--- src/rtl/dct_coeff_pingpong.sv ---
// dct_coeff_pingpong
//
// Reorders one N-point frame of scaled DCT coefficients from the push-only
// RSD stream (arbitrary, typically bit-reversed, index order) into natural
// order 0..N-1. Two N-entry banks alternate: one is filled while the other
// is replayed over a valid/ready interface, so downstream stalls never reach
// the CORDIC pipeline. A sample that arrives while the write bank is still
// full is dropped and the sticky overflow flag is raised.
//
// Ports
//   clk, rst    : single rising-edge clock, synchronous active-high reset
//   in_valid    : a coefficient is presented this cycle (no backpressure)
//   in_sample   : signed coefficient
//   in_index    : destination position of in_sample within its frame
//   in_ready    : status only, the current write bank can accept
//   out_valid   : out_sample / out_index / out_last hold a valid word
//   out_ready   : downstream accepts the current word
//   out_sample  : coefficient in natural order
//   out_index   : position of out_sample, 0..N-1
//   out_last    : high together with index N-1
//   overflow    : sticky, a sample was dropped on a full write bank
module dct_coeff_pingpong #(
  parameter int DATA_W = 16,
  parameter int N      = 8,
  parameter int IDX_W  = 3    // log2(N); N must be a power of two >= 2
) (
  input  logic                     clk,
  input  logic                     rst,
  input  logic                     in_valid,
  input  logic signed [DATA_W-1:0] in_sample,
  input  logic        [IDX_W-1:0]  in_index,
  output logic                     in_ready,
  output logic                     out_valid,
  input  logic                     out_ready,
  output logic signed [DATA_W-1:0] out_sample,
  output logic        [IDX_W-1:0]  out_index,
  output logic                     out_last,
  output logic                     overflow
);

  logic signed [DATA_W-1:0] mem_q [2][N];

  logic [1:0]       bank_full_q, bank_full_d;
  logic             wr_bank_q, wr_bank_d;
  logic [IDX_W-1:0] wr_cnt_q, wr_cnt_d;
  logic             rd_bank_q, rd_bank_d;
  logic [IDX_W-1:0] rd_idx_q, rd_idx_d;
  logic             overflow_q, overflow_d;

  logic                     out_valid_q, out_valid_d;
  logic signed [DATA_W-1:0] out_sample_q, out_sample_d;
  logic        [IDX_W-1:0]  out_index_q, out_index_d;
  logic                     out_last_q, out_last_d;

  logic wr_acc, wr_done, rd_load, rd_done;

  assign in_ready = !bank_full_q[wr_bank_q];

  // A write-complete and a read-free in the same cycle always hit different
  // banks: a write needs its bank empty, a free needs its bank full.
  assign wr_acc  = in_valid && !bank_full_q[wr_bank_q];
  assign wr_done = wr_acc && (wr_cnt_q == IDX_W'(N - 1));
  assign rd_load = (!out_valid_q || out_ready) && bank_full_q[rd_bank_q];
  assign rd_done = rd_load && (rd_idx_q == IDX_W'(N - 1));

  always_comb begin
    bank_full_d  = bank_full_q;
    wr_bank_d    = wr_bank_q;
    wr_cnt_d     = wr_cnt_q;
    rd_bank_d    = rd_bank_q;
    rd_idx_d     = rd_idx_q;
    overflow_d   = overflow_q;
    out_valid_d  = out_valid_q;
    out_sample_d = out_sample_q;
    out_index_d  = out_index_q;
    out_last_d   = out_last_q;

    // Write side: frame boundaries come only from the accepted-sample count.
    if (wr_acc) begin
      wr_cnt_d = wr_cnt_q + 1'b1;
      if (wr_done) begin
        bank_full_d[wr_bank_q] = 1'b1;
        wr_bank_d              = ~wr_bank_q;
        wr_cnt_d               = '0;
      end
    end else if (in_valid) begin
      overflow_d = 1'b1;
    end

    // Read side: registered output stage, refilled whenever it is empty or
    // its word is being taken, so a held out_ready gives one word per cycle.
    if (rd_load) begin
      out_valid_d  = 1'b1;
      out_sample_d = mem_q[rd_bank_q][rd_idx_q];
      out_index_d  = rd_idx_q;
      out_last_d   = (rd_idx_q == IDX_W'(N - 1));
      rd_idx_d     = rd_idx_q + 1'b1;
      if (rd_done) begin
        bank_full_d[rd_bank_q] = 1'b0;
        rd_bank_d              = ~rd_bank_q;
        rd_idx_d               = '0;
      end
    end else if (out_ready) begin
      out_valid_d = 1'b0;
    end
  end

  // Stage boundary: control and output registers
  always_ff @(posedge clk) begin
    if (rst) begin
      bank_full_q  <= 2'b00;
      wr_bank_q    <= 1'b0;
      wr_cnt_q     <= '0;
      rd_bank_q    <= 1'b0;
      rd_idx_q     <= '0;
      overflow_q   <= 1'b0;
      out_valid_q  <= 1'b0;
      out_sample_q <= '0;
      out_index_q  <= '0;
      out_last_q   <= 1'b0;
    end else begin
      bank_full_q  <= bank_full_d;
      wr_bank_q    <= wr_bank_d;
      wr_cnt_q     <= wr_cnt_d;
      rd_bank_q    <= rd_bank_d;
      rd_idx_q     <= rd_idx_d;
      overflow_q   <= overflow_d;
      out_valid_q  <= out_valid_d;
      out_sample_q <= out_sample_d;
      out_index_q  <= out_index_d;
      out_last_q   <= out_last_d;
    end
  end

  // Stage boundary: coefficient storage (contents are don't-care after reset)
  always_ff @(posedge clk) begin
    if (!rst && wr_acc) begin
      mem_q[wr_bank_q][in_index] <= in_sample;
    end
  end

  assign out_valid  = out_valid_q;
  assign out_sample = out_sample_q;
  assign out_index  = out_index_q;
  assign out_last   = out_last_q;
  assign overflow   = overflow_q;

endmodule
--- config.mk ---
export PLATFORM = sky130hd
export DESIGN_NAME = dct_coeff_pingpong
export DESIGN_NICKNAME = d
export VERILOG_FILES = /design/src/rtl/dct_coeff_pingpong.sv
export SDC_FILE = /design/constraint.sdc
export NUM_CORES = 1
export LEC_CHECK = 0
export BUFFER_PORTS_ARGS = -buffer_cell sky130_fd_sc_hd__buf_4
export CORE_ASPECT_RATIO = 1.4
export CORE_MARGIN = 2
export CORE_UTILIZATION = 50
export CTS_CLUSTER_DIAMETER = 200
export DETAILED_ROUTE_END_ITERATION = 8
export GPL_ROUTABILITY_DRIVEN = 0
export GPL_TIMING_DRIVEN = 0
export PLACE_DENSITY = 0.67
export SYNTH_ARGS = -nofsm -noshare
export SYNTH_HDL_FRONTEND = slang
export SYNTH_SLANG_ARGS = --single-unit
--- constraint.sdc ---
create_clock -name clk -period 4.22 [get_ports clk]
set_input_delay 0.211 -clock clk [delete_from_list [all_inputs] [get_ports clk]]
set_output_delay 0.211 -clock clk [all_outputs]
set_load 0.03 [all_outputs]
### Yosys cells after proc, flatten, opt, wreduce, memory -nomap -nowiden

Memory sizes are Yosys's and may differ from the RTL's. A register that Yosys moved wholly into a read port is not among the register bits.
Cells that the tools add are included.

| cells by class | value |
|---|---|
| div/mod/pow operators | 0 |
| equal/unequal tests | 2 |
| $lt $le $gt $ge | 7 |
| multiply operators | 0 |
| reductions and logical operators | 16 |
| add/subtract/negate cells | 2 |
| bitwise operators | 8 |
| shift-type cells | 0 |
| mux-type cells | 25 |

Operator list:

| kind | number |
|---|---|
| two-way mux 128 bit | 1 |
| binary-select mux 16 bit (select 3 bit) | 1 |
| demux 16 bit (select 3 bit) | 1 |
| two-way mux 16 bit | 3 |
| two-way mux 1 bit | 11 |
| >= comparator 4 bit, second input constant | 2 |
| logical AND 1 bit | 8 |
| two-way mux 2 bit | 4 |
| inverter 3 -> 4 bit | 2 |
| adder 3 x 1 -> 3 bit, second input constant | 2 |
| == test 3 bit, second input constant | 2 |
| two-way mux 3 bit | 2 |
| AND reduction 2 bit | 3 |
| < comparator 1 x 2 -> 1 bit, second input constant | 2 |
| < comparator 4 x 1 -> 1 bit, second input constant | 1 |
| logical NOT 1 bit | 3 |
| inverter 1 bit | 3 |
| AND 2 bit | 1 |
| demux 1 bit (select 1 bit) | 2 |
| >= comparator 1 bit, second input constant | 2 |
| inverter 2 bit | 1 |
| bitwise OR 2 bit | 1 |
| nonzero test 2 bit | 1 |
| logical OR 1 bit | 1 |

| word-level totals | value |
|---|---|
| word-level logic and storage cells | 71 |
| latch bits | 0 |
| output and inout port bits | 23 |
| bits in registers | 32 |
| bits in read-only memories | 0 |
| memories kept | 1 |
| bits in writable memories | 256 |
| input port bits | 23 |

Memory list:

| name | words | bits a word | read ports | clocked after Yosys merged registers in | wr ports | line | text |
|---|---|---|---|---|---|---|---|
| mem_q | 2 | 128 | 1 | 1 | 1 | 41 | `logic signed [DATA_W-1:0] mem_q [2][N];` |

### Depth between registers and ports, before layout

| depth | value |
|---|---|
| word-level depth | 10 |
| depth in mapped cells | 6 |
| mapped depth without buffers | 5 |

### Worst setup path after synthesis

OpenSTA, ideal clock, no wires.

| timing path | value |
|---|---|
| path kind | reg2reg |
| from | register wr_bank_q |
| to | memory mem_q[0][100] (netlist bit), enable pin |
| setup time | 0.432 ns |
| period minus slack after synthesis | 3.290 ns |
| path slack | 0.930 ns |
| cell stages (with the launch flop) | 5 |
| data arrival time | 2.859 ns |
| path buffers | 0 |
| required time | 3.788 ns |
| path through | dfxtp_1 > mux2_2 > inv_1 > nand4b_1 > nor4_1 |

| on the way | value |
|---|---|
| cells in the longest elaborated chain, start to end | 7 |

Ends and longest elaborated chain:

| element | line | text |
|---|---|---|
| start: declaration | 44 | `logic wr_bank_q, wr_bank_d;` |
| start signal: assignment | 123 | `wr_bank_q <= wr_bank_d;` |
| two-way mux 1 bit (2 in series) | - |  |
| logical NOT 1 bit | - |  |
| named net in_ready | 32 | `output logic in_ready,` |
| logical AND 1 bit | 61 | `assign wr_acc = in_valid && !bank_full_q[wr_bank_q];` |
| logical AND 1 bit | 137 | `if (!rst && wr_acc) begin` |
| two-way mux 1 bit | 137 |  |
| two-way mux 128 bit (not written as such) | 138 | `mem_q[wr_bank_q][in_index] <= in_sample;` |
| end: declaration | 41 |  |

The timed path passes the listed nets, and every way through them passes these cells. The select of a mux whose other input is x is not followed.

### Worst setup path in the final report

| timing path | value |
|---|---|
| from | register wr_bank_q |
| to | memory mem_q[0][119] (netlist bit), enable pin |

| on the way | value |
|---|---|
| cells in the longest elaborated chain, start to end | 7 |

Ends and longest elaborated chain:

| element | line |
|---|---|
| two-way mux 1 bit (not written as such) (2 in series) | 61 |
| logical NOT 1 bit | 61 |
| logical AND 1 bit | 61 |
| logical AND 1 bit | 137 |
| two-way mux 1 bit | 137 |
| two-way mux 128 bit (not written as such) | 138 |

Several ways; a longest one is shown, not always the timed one. The select of a mux whose other input is x is not followed.

==> impl_summary.txt <==
----------------------------------------------------
[Status]
  Result of the run ... complete, no violations

[GRT]
  Antenna violations before repair ... 0
  GRT Total Usage ... 21.9%
  First-pass GRT wire length ... between 30000 and 40000 µm
  Total overflow reported by the global router ... 0
  Pin count of the biggest net entering global routing ... 17
  Via count of the first global-routing pass ... slightly above 6000

[Logic synthesis]
  Top area cells in the synthesized netlist ... sky130_fd_sc_hd__edfxtp_1, sky130_fd_sc_hd__mux4_2, sky130_fd_sc_hd__dfxtp_1
  Main synth FF type ... sky130_fd_sc_hd__edfxtp_1
  Yosys warns ... 0
  Count of different cell masters after synthesis ... 33
  Cell type contributing the most total cell area after synthesis ... sky130_fd_sc_hd__edfxtp_1
  Mapped Nets ... about 580
  Cell with the most instances after synthesis ... sky130_fd_sc_hd__edfxtp_1
  Number of synthesized flops with an enable pin ... approximately 260
  Number of synthesized register bits ... between 200 and 300
  Area share of the largest cell type after synthesis ... between 60% and 70%
  Sequential area share after synthesis ... between 70% and 80%
  Mean Syn Cell Area ... roughly 20 µm²
  Commonest cells in the netlist ... sky130_fd_sc_hd__edfxtp_1, sky130_fd_sc_hd__mux4_2, sky130_fd_sc_hd__dfxtp_1
  Share of flip-flops with an asynchronous set or reset after synthesis ... 0%
  Post-Syn Instances ... ~550
  Syn Std Cell Area ... 11100 µm²

[Critical path]
  Data required time of the critical path ... between 4 and 5 ns
  Most prevalent standard cell on the critical path ... sky130_fd_sc_hd__buf_4
  Worst setup path start ... wr_bank_q
  CP Max Fanout ... 8
  Slowest cell on the critical path ... sky130_fd_sc_hd__nor4_2
  Slowest Stage Delay on Critical Path ... 0.70 ns
  R2R Path Start ... wr_bank_q
  Kind of end point of the critical path ... flip-flop
  Critical path startpoint category ... flip-flop
  Worst-path cell chain ... mux2_2, or4_1, clkbuf_1, nor4_2, buf_4, buf_4
  Worst Path Class, Setup ... reg -> reg
  Arrival time reported for the critical path endpoint ... between 3 and 4 ns

[Floorplanning]
  Effective utilization at floorplan ... around half
  Floorplan die height ... 180 µm
  Io pins ... 46
  Placeable core region ... ~22000 µm²
  Number of standard-cell rows in the floorplan ... 64
  Full die area ... between 20000 and 25000 µm²
  Width of the die ... around 130 µm

[Routing]
  Sum of routed wire length over all layers ... 24900 µm
  Drt initial violations ... 396
  Average via count per standard cell ... between 5 and 6
  Routed length per instance ... ~26 µm
  DR vias ... between 5000 and 6000
  Number of remaining DRC errors ... 0
  Detail Route Antenna Nets ... 0
  Drt first pass iters ... 5

[Placed design]
  Number of cells in the design after placement ... just over 900
  Dpl hpwl ... about 17000 µm
  Placed inst area ... approximately 12000 µm²
  Port bufs ... 43

[Clocking]
  Clock latency on the worst-skew pair ... between 0.5 and 0.6 ns
  Clock buffers created by TritonCTS ... 26
  Clock tree from TritonCTS ... built
  Reg clk slew, reported paths ... about 0.070 ns
  Number of levels in the clock H-tree ... 1
  Clock tree buffer depth ... 3
  Post-CTS Repair Setup Buffers ... 0
  Root Buffer Master ... sky130_fd_sc_hd__clkbuf_16
  Total clock sinks ... just under 300

[Timing]
  Final setup violation count ... 0
  Minimum clock period ... roughly 2.9 ns
  Pins Over Slew Limit ... 0
  Final cycle utilization of the critical path ... a little under 70%
  Worst slew margin relative to its limit ... roughly a third
  Fmax ... 343 MHz
  Worst-Margin Slew ... between 0.9 and 1 ns
  Unrepaired setup endpoints after global routing ... false
  Final Hold Viols ... 0
  Setup clock skew after layout ... 0.00696 ns

[Layout]
  Register cell area after layout ... 8350 µm²
  Total inserted antenna cells ... 0
  Post-layout net count ... about 680
  Core occupancy in the finished layout ... approximately three fifths
  Cell area after layout ... ~13000 µm²
  Multi-input combinational cell area ... ~2700 µm²
  Layout fillers ... 1571
  Proportion of layout cells with a drive suffix above 1 ... slightly below 30%
  Relative area change from synthesis to final layout ... 18.3%
  Final standard cell count with taps included and fillers excluded ... slightly below 1000

[Pwr]
  Power share of the combinational group ... roughly 1.9%
  Leakage ... just over 4 nW
  Net Switching ... around 1.1 mW
  Max IR drop VDD ... roughly 0.34 mV
  Share of total power in the clock network ... a little over two fifths
  Switching power share of the total ... 19.0%
  Power share of the sequential group ... between 50% and 60%
  Pwr Density ... 436 nW/µm²
  Internal power consumption ... about 4.6 mW

[Worst hold path]
  Class of the tightest hold or removal check ... in -> reg
  Critical hold path startpoint ... in_sample[9]

[Flow run]
  # Max-Cap Violations ... 0

----------------------------------------------------
==> placed cells by master, fill, tap and decap left out, types with 6 or more instances in the layout <==
cell	count
sky130_fd_sc_hd__a21oi_1	13
sky130_fd_sc_hd__buf_2	8
sky130_fd_sc_hd__buf_4	52
sky130_fd_sc_hd__buf_6	13
sky130_fd_sc_hd__clkbuf_1	22
sky130_fd_sc_hd__clkbuf_16	27
sky130_fd_sc_hd__dfxtp_1	33
sky130_fd_sc_hd__dlygate4sd3_1	14
sky130_fd_sc_hd__edfxtp_1	256
sky130_fd_sc_hd__inv_1	6
sky130_fd_sc_hd__mux2i_1	32
sky130_fd_sc_hd__mux4_2	64
sky130_fd_sc_hd__nor2b_1	17
sky130_fd_sc_hd__nor3_2	12
sky130_fd_sc_hd__o21ai_0	26
sky130_fd_sc_hd__o221ai_1	15
==> state kept, by name, summed over array words and instances, names as in the netlist, named ones only <==
| register | cells |
|---|---|
| mem_q | 256 |
| out_last | 1 |
| rd_idx_q | 3 |
| overflow | 1 |
| out_index | 3 |
| out_sample | 16 |
| rd_bank_q | 1 |
| wr_bank_q | 1 |
| out_valid | 1 |
| bank_full_q | 2 |
| wr_cnt_q | 3 |
==> worst paths after layout <==
check	to	slack, ns	cells after the start
max reg2reg	mem_q[0][119]	1.30	6
min reg2reg	overflow	0.49	2
max	mem_q[0][119]	1.30	6
min	mem_q[0][57]	0.006	1
==> layer usage <==
metal | track usage (%) | part of all wire [%]
met1 | 28.1 | 38
met3 | 2.76 | 5.1
met5 | 0 | 0
met4 | 4.86 | 1.6
met2 | 39.7 | 55
==> power groups by stage <==
stage	registers (mW)	logic (mW)	clock network, mW
4_1_cts	3.13	0.108	2.52
6_report	3.13	0.106	2.49
5_1_grt	3.13	0.116	2.62
3_5_place_dp	3.19	0.0971	0
2_1_floorplan	3.19	0.0288	0
3_3_place_gp	3.19	0.0812	0
==> critical path, delay by kind of cell (launching register included) <==
family        cells  cell delay (ns)
flops             1             0.33
mux               1             0.39
buf+inv           3             0.78
simple gates      2             1.11
==> final cells by class <==
type	instances	share of cell area, %
clock buffer	29	5.20
inverter	6	0.171
clock inverter	18	1.70
multi-input combinational	220	20.3
timing repair buffer	78	5.07
sequential	289	63.6
tap	297	2.83
buffer	34	1.19
==> through the flow <==
stage	setup slack [ns]	power, mW	hold WS (ns)	TNS, ns
2_1_floorplan	0.930	3.22	0.310	0
3_3_place_gp	-0.868	3.27	0.458	-46.90
3_5_place_dp	1.30	3.29	0.470	0
4_1_cts	1.28	5.76	0.00171	0
5_1_grt	1.15	5.86	0.0162	0
6_report	1.30	5.72	0.00583	0
==> cells by family (layout without fill, tap and decap cells) <==
family,after synthesis,count (layout),share of synthesized area [%]
flops,289,289,75.2
simple gates,55,55,3.00
mux,99,99,16.2
fa+ha+maj,4,4,0.451
buf+inv,40,165,1.61
compound gates,62,62,3.59
==> repair_timing <==
| action | 4_1_cts | 5_1_grt |
|---|---|---|
| hold endpoints to repair | 199 | 0 |
| endpoints found under the setup margin | 0 | 0 |
| hold buffers | 14 | 0 |
| gates resized for setup | 0 | 0 |
Note: power is estimated with default switching activity, not from simulation.
